**src/rtl/fir_ctrl.sv**
```systemverilog
// Sequencing controller for the 15-tap FIR: sample-strobe divider, coefficient-set
// select with flush on band change, and pipeline-aligned output valid. Optional: FIR_CTRL_WARMUP_EN.
module fir_ctrl #(
  parameter int unsigned CNT_WW    = 16,
  parameter int unsigned FLUSH_CYC = 4,
  parameter int unsigned LAT       = 3,
  parameter logic [1:0]  BAND_RST  = 2'd1
) (
  input  logic              clk,
  input  logic              i_rst,
  input  logic              i_run,
  input  logic [CNT_WW-1:0] i_div,
  input  logic              i_band_req,
  input  logic [1:0]        i_band_sel,
  output logic              o_fir_en,
  output logic              o_fir_srst,
  output logic [1:0]        o_coeff_sel,
  output logic              o_band_ack,
  output logic              o_band_err,
  output logic              o_valid
);

  localparam int unsigned    FW         = $clog2(FLUSH_CYC + 1);
  localparam logic [FW-1:0]  FLUSH_LAST = FW'(FLUSH_CYC - 1);

  typedef enum logic [1:0] {IDLE, FLUSH, RUN} state_e;

  state_e              state_q, state_d;
  logic                srst_q, srst_d;
  logic                en_q, en_d;
  logic                ack_q, ack_d;
  logic                err_q, err_d;
  logic [1:0]          coeff_q, coeff_d;
  logic [CNT_WW-1:0]   div_q, div_d;
  logic [FW-1:0]       flush_q, flush_d;
  logic [LAT-1:0]      line_q, line_d;
  logic                warm;
  logic                legal_req;

  assign legal_req = i_band_req && (i_band_sel != 2'd3);

  always_comb begin
    state_d = state_q;
    srst_d  = srst_q;
    en_d    = 1'b0;
    ack_d   = 1'b0;
    err_d   = i_band_req && (i_band_sel == 2'd3);
    coeff_d = coeff_q;
    div_d   = div_q;
    flush_d = flush_q;
    unique case (state_q)
      IDLE: begin
        srst_d  = 1'b1;
        div_d   = '0;
        flush_d = '0;
        if (legal_req) begin
          coeff_d = i_band_sel;
          ack_d   = 1'b1;
        end
        if (i_run) state_d = FLUSH;
      end
      FLUSH: begin
        srst_d = 1'b1;
        div_d  = '0;
        if (!i_run) begin
          state_d = IDLE;
        end else if (flush_q == FLUSH_LAST) begin
          state_d = RUN;
          srst_d  = 1'b0;
        end else begin
          flush_d = flush_q + FW'(1);
        end
      end
      RUN: begin
        srst_d = 1'b0;
        if (!i_run) begin
          state_d = IDLE;
          srst_d  = 1'b1;
          div_d   = '0;
        end else if (legal_req) begin
          // Even a request for the current set is accepted: it forces a flush.
          state_d = FLUSH;
          srst_d  = 1'b1;
          coeff_d = i_band_sel;
          ack_d   = 1'b1;
          flush_d = '0;
          div_d   = '0;
        end else if (div_q >= i_div) begin
          en_d  = 1'b1;
          div_d = '0;
        end else begin
          div_d = div_q + CNT_WW'(1);
        end
      end
      default: begin
        state_d = IDLE;
        srst_d  = 1'b1;
      end
    endcase
  end

`ifdef FIR_CTRL_WARMUP_EN
  // Strobes since the last flush; the 15th strobe is the first with all delay taps filled.
  localparam logic [3:0] WARM_FULL = 4'd14;
  logic [3:0] warm_q, warm_d;

  always_comb begin
    warm_d = warm_q;
    if (srst_q)                          warm_d = '0;
    else if (en_q && warm_q != WARM_FULL) warm_d = warm_q + 4'd1;
  end

  always_ff @(posedge clk or posedge i_rst) begin
    if (i_rst) warm_q <= '0;
    else       warm_q <= warm_d;
  end

  assign warm = (warm_q == WARM_FULL);
`else
  assign warm = 1'b1;
`endif

  always_comb begin
    line_d = '0;
    if (!srst_q) begin
      line_d[0] = en_q & warm;
      for (int unsigned i = 1; i < LAT; i++) line_d[i] = line_q[i-1];
    end
  end

  always_ff @(posedge clk or posedge i_rst) begin
    if (i_rst) begin
      state_q <= IDLE;
      srst_q  <= 1'b1;
      en_q    <= 1'b0;
      ack_q   <= 1'b0;
      err_q   <= 1'b0;
      coeff_q <= BAND_RST;
      div_q   <= '0;
      flush_q <= '0;
      line_q  <= '0;
    end else begin
      state_q <= state_d;
      srst_q  <= srst_d;
      en_q    <= en_d;
      ack_q   <= ack_d;
      err_q   <= err_d;
      coeff_q <= coeff_d;
      div_q   <= div_d;
      flush_q <= flush_d;
      line_q  <= line_d;
    end
  end

  assign o_fir_en    = en_q;
  assign o_fir_srst  = srst_q;
  assign o_coeff_sel = coeff_q;
  assign o_band_ack  = ack_q;
  assign o_band_err  = err_q;
  // Gating by srst also drops samples that would emerge during the first flush cycle.
  assign o_valid     = line_q[LAT-1] & ~srst_q;

endmodule

```
**config.mk**
```make
export PLATFORM = sky130hd
export DESIGN_NAME = fir_ctrl
export DESIGN_NICKNAME = d
export VERILOG_FILES = /design/src/rtl/fir_ctrl.sv
export SDC_FILE = /design/constraint.sdc
export NUM_CORES = 1
export LEC_CHECK = 0
export BUFFER_PORTS_ARGS = -buffer_cell sky130_fd_sc_hd__buf_2
export CAP_MARGIN = 30
export CORE_ASPECT_RATIO = 0.7
export CORE_MARGIN = 2
export CORE_UTILIZATION = 40
export CTS_CLUSTER_SIZE = 14
export DETAILED_ROUTE_END_ITERATION = 16
export PLACE_DENSITY = 0.69
export REMOVE_ABC_BUFFERS = 1
export SYNTH_ARGS = -nofsm -noshare
export SYNTH_HDL_FRONTEND = slang
export SYNTH_SLANG_ARGS = --single-unit
```
**constraint.sdc**
```tcl
create_clock -name clk -period 2 [get_ports clk]
set_input_delay 0.2 -clock clk [delete_from_list [all_inputs] [get_ports clk]]
set_output_delay 0.2 -clock clk [all_outputs]
set_load 0.02 [all_outputs]
```
* Word-level counts from Yosys, hierarchy flattened *
Cells that the tools add are included.
W data, S select, Z words.

cells by class
  $add $sub $neg = 2
  order comparisons = 1
  equality and inequality tests = 12
  muxes and demuxes = 30
  bitwise gates (word level) = 2
  reductions and logical operators = 10

operators by type and width
  operator                 count
  $mux W16                 3
  $pmux W16 S2             1
  $add A16 B1 Y16 const B  1
  $ge A16 B16 Y1           1
  $mux W3                  5
  $mux W2                  7
  $ne A2 B2 Y1 const B     6
  $mux W1                  9
  $pmux W3 S3              1
  $ne A3 B3 Y1 const B     2
  $pmux W2 S3              1
  $reduce_and A5 Y1        1
  $eq A2 B2 Y1 const B     2
  $pmux W1 S2              2
  $pmux W2 S2              1
  $reduce_bool A2 Y1       2
  $add A3 B1 Y3 const B    1
  $eq A3 B2 Y1 const B     1
  $reduce_and A3 Y1        1
  $reduce_bool A3 Y1       1
  $eq A2 B1 Y1 const B     1
  $logic_and A1 B1 Y1      2
  $logic_not A2 Y1         1
  $reduce_and A2 Y1        1
  3 further kinds          3

storage, ports and cells
  bits in registers = 30
  bits of input ports = 22
  logic and storage cells = 66

* Longest topological paths before layout *
Gate-level depths: netlist of the first run.

  depth after elaboration = 5
  gate-level depth with buffers = 8

* Worst setup path before layout of the first run *
No wires, ideal clock.

  path type = register -> register
  start = register div_q[1]
  end = register div_q[15]
  setup time = 0.083 ns
  arrival time = 1.917 ns
  data required time = 1.917 ns
  slack = 0.000 ns
  stages on the path, launching flop included = 8
  clock period less this slack = 2.000 ns
  cell sequence = dfrtp_1 ha_1 nor2b_1 o211a_1 o31ai_4 buf_2 a41oi_1 o22ai_1

between the ends
  word-level cells in the longest chain between the ends = 5
  elaborated cells on any way between the ends = 6

ends and longest elaborated chain
  element                                                   RTL line  RTL
  start, declared                                           34        logic [CNT_WW-1:0] div_q, div_d;
  start signal, assigned                                    149       div_q <= div_d;
  $add A16 B1 Y16 / $ge A16 B16 Y1 (equally long branches)  92, 88
  $mux W16 (*)                                              88        end else if (div_q >= i_div) begin
  $mux W16 (*)                                              80        end else if (legal_req) begin
  $mux W16 (*)                                              76        if (!i_run) begin
  $pmux W16 S2 (*)                                          51        unique case (state_q)

Every way passes the cells marked *; elsewhere a longest branch is shown, timed or not.
A chain may end at the register's enable or synchronous reset.

* Final worst setup path of the first run *
  start = register div_q[2]
  end = register div_q[12]

Same word-level chain as after synthesis.

==> results of run 1 <==
## flip-flops by register name, indices dropped and copies added (netlist names), 2 cells and up
| signal | count |
|---|---|
| div_q | 16 |
| flush_q | 3 |
| line_q | 3 |
| o_coeff_sel | 2 |
| state_q | 2 |
## final timing paths
| path | start | end | slack, ps | cells past startpoint |
|---|---|---|---|---|
| worst max-delay path | div_q[2]$_DFFE_PP0P_ | div_q[12]$_DFFE_PP0P_ | 50 | 8 |
| worst min-delay path | i_band_req | o_band_err$_DFF_PP0_ | 180 | 2 |
| worst max register to register | div_q[2]$_DFFE_PP0P_ | div_q[12]$_DFFE_PP0P_ | 50 | 8 |
| worst min register to register | line_q[0]$_DFF_PP0_ | line_q[1]$_DFF_PP0_ | 460 | 1 |
| max in group asynchronous | i_rst | o_fir_srst$_DFF_PP1_ | 1140 | 4 |
| min in group asynchronous | i_rst | flush_q[1]$_DFFE_PP0P_ | 530 | 4 |
## synthesized netlist by cell type (2+ instances only)
master,count
o22ai_1,9
o21ai_1,3
o21ai_0,7
buf_2,3
o211ai_1,3
a41oi_1,9
dfrtp_1,28
nor2_1,9
clkbuf_1,3
nor3_1,2
mux2i_1,2
inv_1,32
nand3_1,14
dfstp_2,2
nand4_1,15
nand2_1,21
nand2b_1,4
and3_1,4
a31oi_1,3
nor2b_1,6
a21boi_0,3
a21oi_1,6
mux2_2,2
ha_1,24
## worst max-delay path, stage by stage, from the launching register on
cell and delay (ps):
dfrtp_1 410, ha_1 300, a31oi_1 180, nor2b_1 90
o31ai_4 320, buf_6 180, buf_4 150, nand4_1 120
o211ai_1 110
## per-stage QoR
step           util, %  area, sq um  TNS (ps)  hold slack, ps  power (mW)
2_1_floorplan        -         2080      -934             289        1.14
3_3_place_gp      47.8         2470     -3830             301        1.31
4_1_cts           51.5         2670         0             175        1.86
6_report          53.7         2780         0             183        1.87
3_5_place_dp      47.8         2470     -4230             300        1.33
5_1_grt           53.7         2780      -249             187        2.00
## layer usage
layer	track usage (%)	vias to the layer above
met5	0	-
met2	27.1	48
li1	-	962
met1	27.4	889
met4	6.63	0
met3	4.53	6
## cell type report
| class | instances | area (sq um) | share of cell area (%) |
|---|---|---|---|
| well taps | 72 | 90.1 | 3.24 |
| clock inverters | 1 | 5.00 | 0.180 |
| inverters | 32 | 120 | 4.32 |
| clock buffers | 7 | 86.3 | 3.11 |
| repair buffers | 57 | 397 | 14.3 |
| multi-input cells | 163 | 1330 | 47.7 |
| flip-flops and latches | 30 | 753 | 27.1 |
## report_power, final
part | switching [mW] | leakage, nW | internal [mW]
clock | 0.241 | 0.0482 | 0.277
sequential | 0.0559 | 0.405 | 0.694
combinational | 0.347 | 0.765 | 0.258
total | 0.644 | 1.22 | 1.23
## logic make-up after synthesis
group                    count (synthesis)
AO/OA/AOI/OAI                           52
adder cells (fa/ha/maj)                 24
buffers and inverters                   39
flip-flops                              30
multiplexers                             4
AND/OR/NAND/NOR                         82
## repair_timing
| item | CTS | global route |
|---|---|---|
| buffers inserted | 7 | 2 |
| endpoints found under the setup margin | 17 | 13 |
| hold buffers | 1 | 0 |
| pin swaps | 2 | 8 |
| resized for setup | 4 | 12 |
| hold endpoints to repair | 28 | 0 |
| gates cloned | 0 | 1 |
==> qor.csv, run 1 <==
stage;metric;value;unit
status;run status;complete, no violations;
sta;fmax;0.512;GHz
yosys;yosys warns;0;
sta;actual transition at the worst max-transition pin;568;ps
sta;Final min period;1950;ps
clock_network;H-Tree Depth;2;
clock_network;CTS Root Cell;clkbuf_8;
drt;met3 wire length;251;um
layout;Filler Cells Inserted;484;
clock_network;clock buffers created by TritonCTS;5;
yosys;main flop type after synthesis;dfrtp_1;
yosys;number of instances in the synthesized netlist;231;
drt;top routing layer used;met4;
yosys;share of the synthesized area in the top cell type;33.1;%
sta;Final Max Slew Viols;0;
grt;number of antenna violations at the first check in global routing;0;
yosys;fraction of synthesized cell area in xor and xnor cells;0;%
drt;vias;1905;
sta;post-route setup slack;47.9;ps
grt;first-pass GRT wire length;8770;um
layout;nets;335;
die;die outline area;0.00589;sq mm
drt;drc violations;0;
clock_network;Reg clk slew, reported paths;70;ps
grt;total congestion overflow;0;
yosys;Post-Synthesis Cell Area;0.00211;sq mm
layout;# diodes;0;
layout;leading cell type in the layout, fill and taps excluded;inv_1;
pwr;VDD IR max;459;uV
layout;non-filler instance count after layout;362;
yosys;synth top area cells;dfrtp_1, ha_1, inv_1;
yosys;adder-cell share of the synthesized area;14.2;%
drt;number of detailed-routing iterations run before antenna repair;4;
yosys;largest family of logic cells by synthesized area;simple AND/OR/NAND/NOR gates;
grt;maximum number of pins on one net before global-route repair;31;
sta;final period utilization;97.6;%
die;number of core rows;22;
yosys;mean instance size in the synthesized netlist;9.15;sq um
drt;antenna-violating nets left;0;
yosys;largest area contributor in the netlist;dfrtp_1;
setup_path;CP startpoint kind;flip-flop;
sta;final hold violations;0;
sta;setup repair after global routing missed its margin;yes;
yosys;Synth cell types;41;
yosys;simple-gate area share of the yosys netlist;21.9;%
drt;DR iter-0 viols;130;
setup_path;element type at the critical path end;flip-flop;
worst_hold_path;class of the worst hold path;primary input to flip-flop;
die;core region area;0.00517;sq mm
setup_path;worst endpoint required time;2200;ps
grt;overall fraction of global-route tracks in use;18.8;%
setup_path;type of the setup path with the least slack;flip-flop to flip-flop;
die;height of the die;64.8;um
layout;top library cells by usage in the layout, fill and taps aside;inv_1, dfrtp_1, buf_2;
pwr;static leakage;1.22;nW
layout;layout cells sized above 1;30.3;%
drt;mean number of vias per cell;5.26;
clock_network;CTS tree;yes;
placed_design;Port-buffer cells;28;
placed_design;minimum setup slack after placement;-375;ps
sta;relative max-transition margin;62.1;%
setup_path;Crit path arrival time;2160;ps
drt;overall routed net length;5310;um
sta;count of endpoints failing setup in the final report;0;
yosys;share of async-settable or async-resettable flops after synthesis;100;%
yosys;total of flip-flops plus latches after synthesis;30;
yosys;Post-synth EDFFs;0;
yosys;portion of netlist area occupied by mux cells;2.01;%
drt;detailed-routing wirelength on met1;2660;um
placed_design;placed wire-length estimate after detailed placement;3510;um
yosys;register area share after synthesis;35.6;%
drt;amount of wire on met2 after detailed routing;2340;um
grt;number of global-route vias before repair;1871;
placed_design;routability congestion estimate from global placement;0.788;
die;IO Count;29;
yosys;area fraction in compound gates after synthesis;18.8;%
flow_run;maxcap violations;0;
pwr;power density over cell area;675;mW/mm^2
placed_design;Cells after DPL;343;
drt;routed wirelength normalized by instance count;14.7;um
clock_network;insertion delay to the later sink of the worst-skew pair;290;ps
setup_path;biggest fanout along the worst timing path;6;
clock_network;number of clock sinks seen by CTS;30;
die;Chip Width;90.9;um
layout;synth-to-layout area growth;31.4;%
clock_network;Max clock buf depth;2;
sta;Fin Clk Skew;5.88;ps
die;initial cell density of the core;40.9;%
No activity file was read; power rests on OpenSTA's default activity.
==> inputs of run 2 (changes only) <==
--- a/config.mk
+++ b/config.mk
@@ -12,8 +12,9 @@
 export CORE_UTILIZATION = 40
 export CTS_CLUSTER_SIZE = 14
 export DETAILED_ROUTE_END_ITERATION = 16
-export PLACE_DENSITY = 0.69
+export PLACE_DENSITY = 0.67
 export REMOVE_ABC_BUFFERS = 1
+export SLEW_MARGIN = 10
 export SYNTH_ARGS = -nofsm -noshare
 export SYNTH_HDL_FRONTEND = slang
 export SYNTH_SLANG_ARGS = --single-unit
==> constraint.sdc (replaced) <==
create_clock -name clk -period 2.2 [get_ports clk]
set_input_delay 0.22 -clock clk [delete_from_list [all_inputs] [get_ports clk]]
set_output_delay 0.22 -clock clk [all_outputs]
set_load 0.02 [all_outputs]
==> qor.csv, run 2 (synthesis results as in run 1) <==
stage;metric;value;unit
worst_hold_path;class of the worst hold path;primary input to async pin;
drt;mean number of vias per cell;5.29;
pwr;VDD IR max;379;uV
setup_path;type of the setup path with the least slack;flip-flop to flip-flop;
setup_path;CP startpoint kind;flip-flop;
clock_network;insertion delay to the later sink of the worst-skew pair;290;ps
die;height of the die;64.8;um
sta;Fin Clk Skew;7.48;ps
drt;vias;1829;
placed_design;minimum setup slack after placement;123;ps
setup_path;Critical Path Sink;div_q[8]$_DFFE_PP0P_;
setup_path;biggest fanout along the worst timing path;9;
die;core region area;0.00517;sq mm
pwr;Net Sw Frac;34.4;%
pwr;sequential power share;42.0;%
grt;overall fraction of global-route tracks in use;17.4;%
flow_run;maxcap violations;0;
layout;Filler Cells Inserted;525;
grt;maximum number of pins on one net before global-route repair;31;
layout;top library cells by usage in the layout, fill and taps aside;inv_1, dfrtp_1, buf_2;
layout;leading cell type in the layout, fill and taps excluded;inv_1;
grt;first-pass GRT wire length;8180;um
setup_path;R2R depth;7;
grt;met3 usage in global routing;4.42;%
sta;Worst Hold Margin;-7.81;ps
setup_path;Crit Reg-Reg Endpoint;div_q[8]$_DFFE_PP0P_;
drt;routed wirelength normalized by instance count;13.3;um
setup_path;Crit path arrival time;2270;ps
placed_design;routability congestion estimate from global placement;0.803;
setup_path;worst endpoint required time;2410;ps
pwr;cell-internal power;1.06;mW
setup_path;launching element of the worst setup path;div_q[1]$_DFFE_PP0P_;
drt;DR iter-0 viols;107;
grt;layer with the highest usage after global routing;met2;
layout;layout cells sized above 1;22.3;%
layout;post-route core utilization;48.3;%
layout;Top Registers;div_q (16), flush_q (3), line_q (3);
clock_network;number of hold-repair buffers added at the cts stage;0;
drt;number of detailed-routing iterations run before antenna repair;4;
sta;final hold violations;5;
sta;final period utilization;93.5;%
setup_path;Reg-to-Reg Start;div_q[1]$_DFFE_PP0P_;
clock_network;clock buffers created by TritonCTS;5;
sta;Final min period;2060;ps
die;die outline area;0.00589;sq mm
clock_network;CTS tree;yes;
clock_network;number of clock sinks seen by CTS;30;
die;initial cell density of the core;40.9;%
sta;Final Max Slew Viols;0;
clock_network;Reg clk slew, reported paths;70;ps
placed_design;placed wire-length estimate after detailed placement;3410;um
pwr;clock network fraction of design power;27.2;%
layout;synth-to-layout area growth;18.2;%
layout;nets;319;
clock_network;H-Tree Depth;2;
clock_network;Max clock buf depth;2;
sta;count of endpoints failing setup in the final report;0;
layout;register containing the most flip-flops in the final layout;div_q;
pwr;static leakage;1.12;nW
status;run status;finished, violations left;
sta;actual transition at the worst max-transition pin;458;ps
sta;setup repair after global routing missed its margin;no;
drt;drc violations;0;
sta;post-route setup slack;142;ps
grt;met1 capacity usage during global routing;24.1;%
setup_path;element type at the critical path end;flip-flop;
grt;number of antenna violations at the first check in global routing;0;
sta;relative max-transition margin;69.5;%
sta;fmax;0.486;GHz
status;violated checks;negative hold slack;
clock_network;post-CTS setup-driven buffer insertion count;0;
grt;met2 routing resource usage after global routing;27.4;%
die;IO Count;29;
pwr;part of the total power dissipated in combinational logic;30.8;%
grt;number of global-route vias before repair;1758;
layout;# diodes;0;
clock_network;cells resized by post-CTS repair;0;
drt;antenna-violating nets left;0;
pwr;power density over cell area;647;mW/mm^2
die;number of core rows;22;
pwr;net load switching power;0.556;mW
sta;Fin Setup TNS;0;ps
grt;total congestion overflow;0;
placed_design;Port-buffer cells;28;
layout;flip-flop count of the largest register, all copies and words added;16;
clock_network;CTS Root Cell;clkbuf_8;
die;Chip Width;90.9;um
setup_path;register-to-register setup slack;140;ps
drt;overall routed net length;4610;um
[run 2: power groups by stage]
stage	Sequential [mW]	Clock (mW)	Combinational [mW]
2_1_floorplan	0.723	0	0.313
3_3_place_gp	0.686	0	0.494
3_5_place_dp	0.691	0	0.496
4_1_cts	0.681	0.446	0.500
5_1_grt	0.694	0.478	0.567
6_report	0.680	0.440	0.498
[run 2: through the flow]
| step | total power [mW] | cells | instance area [sq um] |
|---|---|---|---|
| after floorplan | 1.04 | 224 | 2080 |
| after global placement | 1.18 | 338 | 2410 |
| after detailed placement | 1.19 | 338 | 2410 |
| after CTS | 1.63 | 346 | 2490 |
| after global routing | 1.74 | 346 | 2500 |
| final | 1.62 | 346 | 2500 |
[run 2: critical path, cell delays in order (launching register included)]
cell      delay [ps]
dfrtp_1          430
ha_1             310
nor2b_1          130
o211a_1          230
o31ai_4          240
buf_4            180
nand4b_4         210
o22ai_1          240
[run 2: worst min-delay path by stage]
stage / from / slack [ps] / endpoint
6_report: i_rst / -8 / div_q[5]$_DFFE_PP0P_
3_3_place_gp: i_rst / 320 / div_q[0]$_DFFE_PP0P_
2_1_floorplan: i_rst / 310 / div_q[0]$_DFFE_PP0P_
5_1_grt: i_rst / 40 / div_q[5]$_DFFE_PP0P_
3_5_place_dp: i_rst / 330 / div_q[1]$_DFFE_PP0P_
4_1_cts: i_rst / 20 / div_q[5]$_DFFE_PP0P_
[run 2: metal layers]
metal	share of wire [%]	wire length, um
met1	48	2220
met4	0.87	40
met5	0	0
met3	8.0	367
met2	43	1980
[run 2: layout make-up]
class	count	area, sq um	share of cell area, %
Timing Repair Buffer	42	245	9.81
Inverter	32	120	4.80
Sequential cell	30	753	30.1
Multi-Input combinational cell	162	1210	48.4
Tap cell	72	90.1	3.60
Clock buffer	8	80.1	3.20
==> inputs of run 3 (changes only) <==
--- a/config.mk
+++ b/config.mk
@@ -10,6 +10,7 @@
 export CORE_ASPECT_RATIO = 0.7
 export CORE_MARGIN = 2
 export CORE_UTILIZATION = 40
+export CTS_BUF_LIST = sky130_fd_sc_hd__clkbuf_16
 export CTS_CLUSTER_SIZE = 14
 export DETAILED_ROUTE_END_ITERATION = 16
 export PLACE_DENSITY = 0.67
==> qor.csv, run 3 (synthesis results as in run 1) <==
stage;metric;value;unit
status;run status;complete, no violations;
pwr;cell-internal power;1.24;mW
grt;total congestion overflow;0;
grt;number of global-route vias before repair;1775;
layout;post-route core utilization;49.4;%
placed_design;Port-buffer cells;28;
drt;number of detailed-routing iterations run before antenna repair;4;
layout;layout cells sized above 1;22.3;%
setup_path;Critical path buffers and inverters;1;
grt;first-pass GRT wire length;8200;um
setup_path;critical path, cell by cell;ha_1, nor2b_1, o211a_1, o31ai_4, buf_4, nand4b_4, o22ai_1;
layout;nets;319;
die;IO Count;29;
layout;Top Registers;div_q (16), flush_q (3), line_q (3);
pwr;total design power;1.83;mW
pwr;static leakage;1.15;nW
setup_path;biggest fanout along the worst timing path;9;
clock_network;Max clock buf depth;2;
drt;vias;1813;
drt;antenna-violating nets left;0;
drt;drc violations;0;
pwr;power density over cell area;714;mW/mm^2
placed_design;minimum setup slack after placement;123;ps
pwr;part of the total power dissipated in combinational logic;27.3;%
layout;synth-to-layout area growth;20.9;%
die;height of the die;64.8;um
pwr;VDD IR max;423;uV
sta;post-route setup slack;142;ps
setup_path;element type at the critical path end;flip-flop;
die;die outline area;0.00589;sq mm
clock_network;number of clock sinks seen by CTS;30;
setup_path;standard cell with the maximum stage delay on the critical path;dfrtp_1;
sta;final hold violations;0;
flow_run;maxcap violations;0;
setup_path;Crit path arrival time;2250;ps
drt;DR iter-0 viols;95;
sta;relative max-transition margin;69.6;%
die;Chip Width;90.9;um
worst_hold_path;class of the worst hold path;primary input to async pin;
sta;Worst Hold Margin;4.79;ps
setup_path;CP startpoint kind;flip-flop;
sta;setup repair after global routing missed its margin;no;
layout;top library cells by usage in the layout, fill and taps aside;inv_1, dfrtp_1, buf_2;
clock_network;H-Tree Depth;2;
placed_design;placed wire-length estimate after detailed placement;3410;um
grt;overall fraction of global-route tracks in use;17.4;%
pwr;Net Sw Frac;31.8;%
setup_path;type of the setup path with the least slack;flip-flop to flip-flop;
sta;Final Max Slew Viols;0;
clock_network;insertion delay to the later sink of the worst-skew pair;280;ps
placed_design;routability congestion estimate from global placement;0.803;
drt;routed wirelength normalized by instance count;13.3;um
layout;flip-flop count of the largest register, all copies and words added;16;
die;core region area;0.00517;sq mm
sta;actual transition at the worst max-transition pin;457;ps
layout;leading cell type in the layout, fill and taps excluded;inv_1;
die;initial cell density of the core;40.9;%
sta;Fin Setup TNS;0;ps
pwr;clock network fraction of design power;35.4;%
sta;Final min period;2060;ps
die;number of core rows;22;
clock_network;CTS Root Cell;clkbuf_16;
setup_path;largest stage delay on the critical path;420;ps
clock_network;Reg clk slew, reported paths;50;ps
sta;count of endpoints failing setup in the final report;0;
drt;mean number of vias per cell;5.24;
drt;overall routed net length;4610;um
setup_path;crit-path leading delay family;compound AO/OA/AOI/OAI gates;
clock_network;number of hold-repair buffers added at the cts stage;0;
grt;number of antenna violations at the first check in global routing;0;
sta;final period utilization;93.6;%
pwr;sequential power share;37.3;%
pwr;net load switching power;0.581;mW
setup_path;worst endpoint required time;2400;ps
sta;fmax;0.486;GHz
layout;# diodes;0;
grt;maximum number of pins on one net before global-route repair;31;
clock_network;clock buffers created by TritonCTS;5;
layout;register containing the most flip-flops in the final layout;div_q;
clock_network;CTS tree;yes;
sta;Fin Clk Skew;4.84;ps
-- run 3: cell count changes in the layout (fill, tap and decap cells not counted), sizes merged --
cell	delta
clkbuf	-3
inv	+3
-- run 3: worst paths after layout --
path,startpoint,end,slack [ps],cells after the start
setup / recovery,div_q[1]$_DFFE_PP0P_,div_q[8]$_DFFE_PP0P_,140,7
hold / removal,i_rst,div_q[5]$_DFFE_PP0P_,5,3
setup reg to reg,div_q[1]$_DFFE_PP0P_,div_q[8]$_DFFE_PP0P_,140,7
hold reg to reg,line_q[0]$_DFF_PP0_,line_q[1]$_DFF_PP0_,460,1
max in group asynchronous,i_rst,o_fir_srst$_DFF_PP1_,1860,3
min in group clk,i_band_req,o_band_err$_DFF_PP0_,200,2
-- run 3: area by class of cell --
class                      count  area [sq um]
multi-input combinational    162          1210
timing repair buffer          42           245
sequential                    30           753
clock inverter                 3          11.3
tap                           72          90.1
clock buffer                   5           125
inverter                      32           120
fill                         522          2620
-- run 3: what timing repair did --
| action | in CTS | in global routing |
|---|---|---|
| buffers inserted | 0 | 0 |
| endpoints found under the setup margin | 0 | 7 |
| resized for setup | 0 | 2 |
-- run 3: metal layers --
layer	GRT usage, %	vias to the layer above	wire length (um)
li1	-	926	-
met1	23.8	836	2230
met2	27.8	45	2020
met3	4.07	6	310
met4	5.11	0	51
met5	0	-	0
-- run 3: power by group through the flow --
stage / Clock [mW] / Combinational (mW) / Sequential (mW)
global route: 0.676 / 0.567 / 0.695
global placement: 0 / 0.494 / 0.686
detailed placement: 0 / 0.496 / 0.691
floorplan: 0 / 0.313 / 0.723
CTS: 0.655 / 0.500 / 0.682
finish: 0.647 / 0.498 / 0.681
-- run 3: worst reg2reg max path, delay by kind of cell (launching register included) --
| family | cells | cell delay, ps |
|---|---|---|
| AO/OA/AOI/OAI | 3 | 710 |
| flip-flops | 1 | 420 |
| AND/OR/NAND/NOR | 2 | 340 |
| adder cells (fa/ha/maj) | 1 | 310 |
| buffers and inverters | 1 | 180 |
-- run 3: per-stage QoR --
stage               std cells  area, sq um
floorplan                 224         2080
finish                    346         2560
global route              346         2560
detailed placement        338         2410
CTS                       346         2550
global placement          338         2410
